<file path="src/rtl/riscv_icache_param.sv">
// riscv_icache_param
// Direct-mapped instruction cache that sits between the IF stage and
// instruction memory. Each line holds a valid bit, a tag and WORDS_PER_LINE
// 32-bit words. A miss stalls IF and refills the whole line one word at a
// time over a req/ack handshake. The refill then returns the requested word.
//
// Ports
//   clock       rising-edge clock
//   reset       asynchronous active-low reset
//   cpu_req     fetch request from IF
//   cpu_addr    fetch byte address; bits [1:0] are ignored
//   flush       invalidate every line
//   cpu_instr   fetched instruction (registered)
//   cpu_valid   cpu_instr is valid this cycle (registered)
//   cpu_stall   IF must hold PC/cpu_addr (combinational)
//   mem_req     refill word request (registered)
//   mem_addr    word-aligned refill address (registered)
//   mem_ack     memory accepts the current word; mem_rdata is valid
//   mem_rdata   refill data
//   hit_count   saturating hit counter
//   miss_count  saturating miss counter
module riscv_icache_param #(
  parameter int LINES          = 8,
  parameter int WORDS_PER_LINE = 4,
  parameter int CNT_W          = 16
) (
  input  logic             clock,
  input  logic             reset,
  input  logic             cpu_req,
  input  logic [31:0]      cpu_addr,
  input  logic             flush,
  output logic [31:0]      cpu_instr,
  output logic             cpu_valid,
  output logic             cpu_stall,
  output logic             mem_req,
  output logic [31:0]      mem_addr,
  input  logic             mem_ack,
  input  logic [31:0]      mem_rdata,
  output logic [CNT_W-1:0] hit_count,
  output logic [CNT_W-1:0] miss_count
);

  localparam int OFF   = $clog2(WORDS_PER_LINE);
  localparam int IDX   = $clog2(LINES);
  localparam int TAG_W = 30 - OFF - IDX;
  // The word field is empty for one-word lines; its register is kept 1 bit wide.
  localparam int OFF_W = (OFF > 0) ? OFF : 1;
  localparam int DEPTH = LINES * WORDS_PER_LINE;
  localparam int DA_W  = $clog2(DEPTH);
  localparam logic [31:0] LINE_MASK = ~(32'(WORDS_PER_LINE * 4) - 32'd1);
  localparam logic [OFF_W-1:0] LAST_WORD = OFF_W'(WORDS_PER_LINE - 1);

  typedef enum logic [1:0] {
    S_IDLE   = 2'd0,
    S_REFILL = 2'd1,
    S_RESP   = 2'd2
  } state_t;

  state_t                 r_state;
  state_t                 w_state_next;
  logic [LINES-1:0]       r_valid;
  logic [TAG_W-1:0]       r_tag [LINES];
  logic [31:0]            r_data [DEPTH];
  logic [31:0]            r_addr;
  logic [OFF_W-1:0]       r_cnt;
  logic                   r_flush_pend;
  logic                   w_hit;
  logic                   w_miss;
  logic                   w_last;
  logic                   w_stall;
  logic [IDX-1:0]         w_cpu_idx;
  logic [IDX-1:0]         w_fill_idx;
  logic [31:0]            w_hit_data;
  logic [31:0]            w_resp_data;

  function automatic logic [OFF_W-1:0] f_word(input logic [31:0] a);
    return OFF_W'(a[31:2] & 30'(WORDS_PER_LINE - 1));
  endfunction

  function automatic logic [IDX-1:0] f_index(input logic [31:0] a);
    return IDX'(a[31:2] >> OFF);
  endfunction

  function automatic logic [TAG_W-1:0] f_tag(input logic [31:0] a);
    return TAG_W'(a[31:2] >> (OFF + IDX));
  endfunction

  // Flat data-array address: line index in the upper bits, word below it.
  function automatic logic [DA_W-1:0] f_daddr(input logic [IDX-1:0] idx,
                                              input logic [OFF_W-1:0] wrd);
    return (DA_W'(idx) << OFF) | DA_W'(wrd);
  endfunction

  function automatic logic [CNT_W-1:0] f_sat_inc(input logic [CNT_W-1:0] v);
    if (&v) begin
      return v;
    end else begin
      return v + CNT_W'(1);
    end
  endfunction

  assign w_cpu_idx   = f_index(cpu_addr);
  assign w_fill_idx  = f_index(r_addr);
  assign w_hit_data  = r_data[f_daddr(w_cpu_idx, f_word(cpu_addr))];
  assign w_resp_data = r_data[f_daddr(w_fill_idx, f_word(r_addr))];
  // A flush in the same cycle turns a would-be hit into a miss.
  assign w_hit  = cpu_req & ~flush & r_valid[w_cpu_idx] &
                  (r_tag[w_cpu_idx] == f_tag(cpu_addr));
  assign w_miss = cpu_req & ~w_hit;
  assign w_last = (r_cnt == LAST_WORD);
  assign cpu_stall = w_stall;

  // FSM state register
  always_ff @(posedge clock or negedge reset) begin
    if (!reset) begin
      r_state <= S_IDLE;
    end else begin
      r_state <= w_state_next;
    end
  end

  // FSM next-state and stall decode
  always_comb begin
    w_state_next = r_state;
    w_stall      = 1'b0;
    case (r_state)
      S_IDLE: begin
        if (w_miss) begin
          w_state_next = S_REFILL;
          w_stall      = 1'b1;
        end else begin
          w_state_next = S_IDLE;
          w_stall      = 1'b0;
        end
      end
      S_REFILL: begin
        w_stall = 1'b1;
        if (mem_ack && w_last) begin
          w_state_next = S_RESP;
        end else begin
          w_state_next = S_REFILL;
        end
      end
      S_RESP: begin
        w_stall      = 1'b1;
        w_state_next = S_IDLE;
      end
      default: begin
        w_state_next = S_IDLE;
        w_stall      = 1'b0;
      end
    endcase
  end

  // Control registers, valid bits, registered outputs and counters
  always_ff @(posedge clock or negedge reset) begin
    if (!reset) begin
      r_valid      <= {LINES{1'b0}};
      r_addr       <= 32'd0;
      r_cnt        <= {OFF_W{1'b0}};
      r_flush_pend <= 1'b0;
      cpu_instr    <= 32'd0;
      cpu_valid    <= 1'b0;
      mem_req      <= 1'b0;
      mem_addr     <= 32'd0;
      hit_count    <= {CNT_W{1'b0}};
      miss_count   <= {CNT_W{1'b0}};
    end else begin
      case (r_state)
        S_IDLE: begin
          if (flush) begin
            r_valid <= {LINES{1'b0}};
          end
          if (w_hit) begin
            cpu_instr <= w_hit_data;
            cpu_valid <= 1'b1;
            hit_count <= f_sat_inc(hit_count);
          end else if (w_miss) begin
            cpu_valid  <= 1'b0;
            r_addr     <= cpu_addr;
            r_cnt      <= {OFF_W{1'b0}};
            mem_req    <= 1'b1;
            mem_addr   <= cpu_addr & LINE_MASK;
            miss_count <= f_sat_inc(miss_count);
          end else begin
            cpu_valid <= 1'b0;
          end
        end
        S_REFILL: begin
          cpu_valid <= 1'b0;
          if (flush) begin
            r_flush_pend <= 1'b1;
          end
          if (mem_ack) begin
            r_cnt <= r_cnt + OFF_W'(1);
            if (w_last) begin
              r_valid[w_fill_idx] <= 1'b1;
              mem_req             <= 1'b0;
            end else begin
              mem_addr <= mem_addr + 32'd4;
            end
          end
        end
        S_RESP: begin
          cpu_instr <= w_resp_data;
          cpu_valid <= 1'b1;
          // Deferred flush also drops the line that was just filled.
          if (r_flush_pend || flush) begin
            r_valid      <= {LINES{1'b0}};
            r_flush_pend <= 1'b0;
          end
        end
        default: begin
          cpu_valid <= 1'b0;
        end
      endcase
    end
  end

  // Tag and data arrays; their contents are qualified by r_valid, so no reset
  always_ff @(posedge clock) begin
    if (r_state == S_REFILL && mem_ack) begin
      r_data[f_daddr(w_fill_idx, r_cnt)] <= mem_rdata;
      if (w_last) begin
        r_tag[w_fill_idx] <= f_tag(r_addr);
      end
    end
  end

endmodule

</file>
<file path="config.mk">
export PLATFORM = sky130hd
export DESIGN_NAME = riscv_icache_param
export DESIGN_NICKNAME = d
export VERILOG_FILES = /design/src/rtl/riscv_icache_param.sv
export SDC_FILE = /design/constraint.sdc
export NUM_CORES = 2
export LEC_CHECK = 0
export CAP_MARGIN = 0
export CELL_PAD_IN_SITES_DETAIL_PLACEMENT = 0
export CELL_PAD_IN_SITES_GLOBAL_PLACEMENT = 1
export CORE_MARGIN = 10
export CORE_UTILIZATION = 55
export DETAILED_ROUTE_END_ITERATION = 7
export GPL_ROUTABILITY_DRIVEN = 0
export HOLD_SLACK_MARGIN = 0.06
export PLACE_DENSITY_LB_ADDON = 0.1
export SETUP_SLACK_MARGIN = 0.05
export SLEW_MARGIN = 25
export SYNTH_ARGS = -nofsm -noshare
export SYNTH_HDL_FRONTEND = slang
export SYNTH_SLANG_ARGS = --single-unit
</file>
<file path="constraint.sdc">
create_clock -name clock -period 8.6 [get_ports clock]
set_input_delay 1.72 -clock clock [delete_from_list [all_inputs] [get_ports clock]]
set_output_delay 1.72 -clock clock [all_outputs]
set_load 0.02 [all_outputs]
</file>
; ---- Yosys cells after proc, flatten, opt, wreduce, memory -nomap -nowiden
; Memory sizes are Yosys's and may differ from the RTL's.
; Cells that the tools add are included.
[word_totals]
reg_bits = 143
elab_cells = 106
output_inout_bits = 99
mem_count = 2
input_bits = 69
ram_bits = 1224
[mem_list]
columns = memory, depth, word_bits, rd, rd_clocked_by_memory_dff, wr, line
row1 = r_data, 32, 32, 2, 0, 1, 63  ; logic [31:0] r_data [DEPTH];
row2 = r_tag, 8, 25, 1, 0, 1, 62  ; logic [TAG_W-1:0] r_tag [LINES];
[classes]
bitwise = 12
eq_ne = 13
reduce_logical = 21
addsub = 4
mux = 40
order_cmp = 3
[op_table]
columns = operator, n
row1 = 32-bit two-way mux, 5
row2 = 32-bit case mux with 2 select lines, 2
row3 = "16-bit by 1-bit adder with 16-bit output, second input constant", 2
row4 = "32-bit by 3-bit adder with 32-bit output, second input constant", 1
row5 = 8-bit two-way mux, 4
row6 = 16-bit AND reduction, 2
row7 = 25-bit == test, 1
row8 = 8-bit case mux with 3 select lines, 1
row9 = "2-bit inequality test, second input constant", 9
row10 = 1-bit two-way mux, 16
row11 = 5-bit by 2-bit OR with 5-bit output, 3
row12 = 5-bit AND reduction, 3
row13 = 3-bit AND reduction, 3
row14 = "3-bit by 4-bit less-than comparator with 1-bit output, second input constant", 2
row15 = 2-bit two-way mux, 4
row16 = 8-bit OR, 1
row17 = 1-bit case mux with 2 select lines, 4
row18 = 2-bit case mux with 2 select lines, 2
row19 = 4-bit AND reduction, 2
row20 = 2-bit nonzero test, 3
row21 = 1-bit bitwise AND, 4
row22 = "2-bit == test, second input constant", 2
row23 = 1-bit NOT, 4
row24 = 1-bit binary-select mux with 3-bit select, 1
row25 = other kinds (10), 12

; ---- Longest topological paths before layout
[depth]
depth_word = 9
mapped_depth = 14

; ---- Least setup slack after synthesis
; No wires, ideal clock.
[synth_timing]
path_kind = input -> output
start = input port cpu_addr[4]
end = output port cpu_stall
t_arrival_ns = 4.086
path_buffers = 5
path_stages = 12
path_slack_ns = 2.794
cell_sequence = buf_6 buf_12 mux4_1 nand2_1 nand2_1 xnor2_1 and4_1 a41o_1 buf_2 buf_4 buf_2 a21oi_1
[synth_between]
elab_chain_cells = 8
elab_cells_between_ends = 10
classes_between = eq/ne (1) / mux (4) / bitwise (4) / memory (1)
[synth_rtl]
columns = item, line
row1 = from (decl), 30  ; input logic [31:0] cpu_addr,
row2 = "parallel branches: the longest is 3 deep, another holds memory 8 x 25 bit", -
row3 = 1-bit bitwise AND (*), 107  ; assign w_hit = cpu_req & ~flush & r_valid[w_cpu_idx] &
row4 = 1-bit NOT (no source line) (*), -
row5 = 1-bit bitwise AND (*), 109  ; assign w_miss = cpu_req & ~w_hit;
row6 = 1-bit two-way mux (*), 128  ; if (w_miss) begin
row7 = 1-bit case mux with 2 select lines (*), 126  ; case (r_state)
row8 = to (decl), 34  ; output logic cpu_stall,
; Mark *: on every way between the ends. The select of a mux whose other input is x is not followed.

; ---- Worst setup path in the final report
[layout_timing]
start = input port cpu_addr[5]
end = output port cpu_stall
; The elaborated chain is that of the path after synthesis.

==> results_dict.tcl <==
set metrics [dict create \
    period_share_pct 82.2 \
    worst_slew_pin_slew_ps 1070 \
    cts.sinks 1363 \
    syn_area_per_cell_um2 19.4 \
    final_util_pct 63.2 \
    drt-pass1-iter-count 5 \
    total_power_mw 20.7 \
    start_kind "input port" \
    mappedNetlistArea_mm2 0.0617 \
    vdd_drop_max_v 0.000282 \
    post_cts_buffers 0 \
    power.internal_mw 14.2 \
    dp_hpwl_um 95700 \
    die-area_mm2 0.126 \
    initial_core_util_pct 55.6 \
    regArea_mm2 0.0402 \
    worstSkewPairLatency_ps 760 \
    seq_area_frac_synth_pct 65.2 \
    cts.clk_slew.worst_paths_ps 60 \
    status "finished, final reports clean" \
    multi_input_area_mm2 0.0206 \
    cts_resized 0 \
    syn_inst 3179 \
    worstPathArrival_ps 5350 \
    final_area_mm2 0.0702 \
    area_growth_pct 13.7 \
    setup_tns_ps 0 \
    synth-edff-count 1224 \
    slew_viol_final 0 \
    post_dp_cell_area_mm2 0.0655 \
    vias 35100 \
    finalNetCount 3429 \
    numPlacedInstances 4686 \
    grt_max_degree 138 \
    r2r_start "r_tag[7][1]" \
    hold_viol 0 \
    hold_ws_ps 480 \
    finalWirelength_um 177000 \
    clockPowerShare_pct 29.7 \
    cellPowerDensity_mw_per_mm2 295 \
    crit_required_ps 6880 \
    drive_above_1_share_pct 31.0 \
    worstPathMaxFanout 46 \
    hold_buffers 0 \
    ys.flop_type "edfxtp_1" \
    end_kind "primary output" \
    grt_setup_unrepaired "false" \
    numCtsBuffers 145 \
    fin_skew_ps 24.4 \
    path_class "in2out" \
    ios 168 \
    setup_ws_ps 1530 \
    antenna_found_initial 7 \
    grt.total_usage_pct 28.2 \
    root_buffer "clkbuf_16" \
    rows 122 \
    drt_iter0_markers 4690 \
    max_freq_mhz 141 \
    whs_path_depth 1 \
    die_h_um 355 \
    ys_async_sr_fraction_pct 10.2 \
    crit_path_start "cpu_addr[5]" \
    synth_cell_types 77 \
    p_leak_nw 23.0 \
    yosysWarnings 0 \
    drc 0 \
    cap_violations 0 \
    avgRoutedWirePerCell_um 35.7 \
    die_width_um 355 \
    h-tree-depth 4 \
    seq_power_share_pct 41.6 \
    hp-start "hit_count[9]" \
    grt_pass1_vias 35900 \
    cts_tree "built" \
    instances_no_fill 4958 \
    setup_violations 0 \
    vias_per_cell 7.07 \
    fill_cells 7748 \
    p_switching_mw 6.49 \
    hold_class "reg2reg" \
    grt_pass1_wl_um 256000 \
    grt_overflow 0 \
    io_buffers 163 \
    ant_nets 0 \
    relSlewSlack_pct 28.8 \
    p_sw_share_pct 31.4 \
    dp_slack_ps 1550 \
    core_area_mm2 0.111 \
    worstRegToRegCells 10 \
    combPwrFrac_pct 28.7 \
    cts_buffer_depth 3 \
    final.min_clock_period_ps 7070 \
    synth-seq-cells 1363 \
]
per-layer routing:
metal	vias up	routed length, um	GRT usage, %
met5	-	44	0
met4	6	5680	9.69
met3	337	18500	6.81
met2	2030	85400	44.6
met1	18800	67400	38.5
li1	13900	-	-
critical path, stage by stage:
cell and delay (ps):
buf_6 490, buf_4 650, mux4_1 410, nand2b_1 90
nand2_1 80, xnor2_1 220, and4_1 310, a41o_2 310
a21oi_1 270, clkdlybuf4s50_1 670
placed cells by master (no fill, tap or decap), types with 25 or more instances in the layout:
cell             count
a22o_1              76
clkbuf_16          152
clkinv_1            30
a211oi_2            31
clkdlybuf4s50_1    140
edfxtp_1          1224
clkbuf_1            35
a21oi_1             33
nor2_1              49
nor2_4              33
xor2_1              27
nand2_1            107
mux2i_1             93
a221oi_1            32
buf_4               76
o21ai_0             25
nor3_1              50
mux4_2             600
a22oi_1             78
mux2_2              31
dfrtp_1            137
inv_1               49
area by class of cell:
class | instances | share of cell area (%)
well taps | 1488 | 2.65
inverters | 50 | 0.271
clock buffers | 192 | 5.71
clock inverters | 74 | 0.925
flip-flops and latches | 1363 | 57.3
diodes | 2 | 0.00713
repair buffers | 258 | 3.71
multi-input cells | 1531 | 29.4
state kept, by name, summed over array words and instances, names as in the netlist:
name and flops:
cpu_instr 32, cpu_valid 1, hit_count 16, mem_addr 30, mem_req 1, miss_count 16, r_addr 30, r_cnt 2
r_data 1024, r_flush_pend 1, r_state 2, r_tag 200, r_valid 8
logic make-up after synthesis:
kind of cell | count (synthesis) | share of synthesized area [%]
buffers and inverters | 286 | 2.01
and+or+nand+nor | 375 | 3.06
xor gates and xnor gates | 42 | 0.596
other | 1 | 0.00607
adders and majority gates | 11 | 0.223
muxes | 726 | 24.0
AOI/OAI and AO/OA | 375 | 4.91
DFF | 1363 | 65.2
cell usage after synthesis (9+ instances only):
cell type | count | area [um2]
buf_6 | 9 | 101
mux2i_1 | 93 | 931
a22oi_1 | 78 | 586
inv_1 | 50 | 188
nor2_1 | 90 | 338
clkbuf_1 | 139 | 522
a21oi_2 | 22 | 193
xnor2_1 | 15 | 131
a21oi_1 | 33 | 165
buf_2 | 23 | 115
o21ai_0 | 25 | 125
mux4_2 | 600 | 13500
a211oi_2 | 30 | 375
a211oi_1 | 12 | 90.1
buf_1 | 56 | 210
nand2_1 | 108 | 405
o21a_1 | 16 | 120
xor2_1 | 27 | 236
nand3_1 | 22 | 110
a221oi_1 | 32 | 280
nor3_1 | 51 | 255
and4_1 | 10 | 87.6
and3_1 | 18 | 113
ha_1 | 11 | 138
edfxtp_1 | 1224 | 36800
nor4_1 | 9 | 56.3
dfrtp_1 | 139 | 3480
mux2_2 | 31 | 349
a22o_1 | 76 | 666
worst paths after layout:
kind | end | slack (ps)
max in group asynchronous | r_addr[2] | 6290
hold reg to reg | hit_count[9] | 480
setup / recovery | cpu_stall | 1530
hold / removal | hit_count[9] | 480
min in group asynchronous | r_addr[14] | 980
setup reg to reg | cpu_instr[15] | 4650
power by group through the flow:
stage	sequential, mW	combinational (mW)	clock [mW]
after floorplan	8.67	3.74	0
after global placement	8.70	5.76	0
after detailed placement	8.77	5.87	0
after CTS	8.64	5.89	6.23
after global routing	8.68	6.29	6.49
final	8.60	5.93	6.15
No activity file was read; power rests on OpenSTA's default activity.
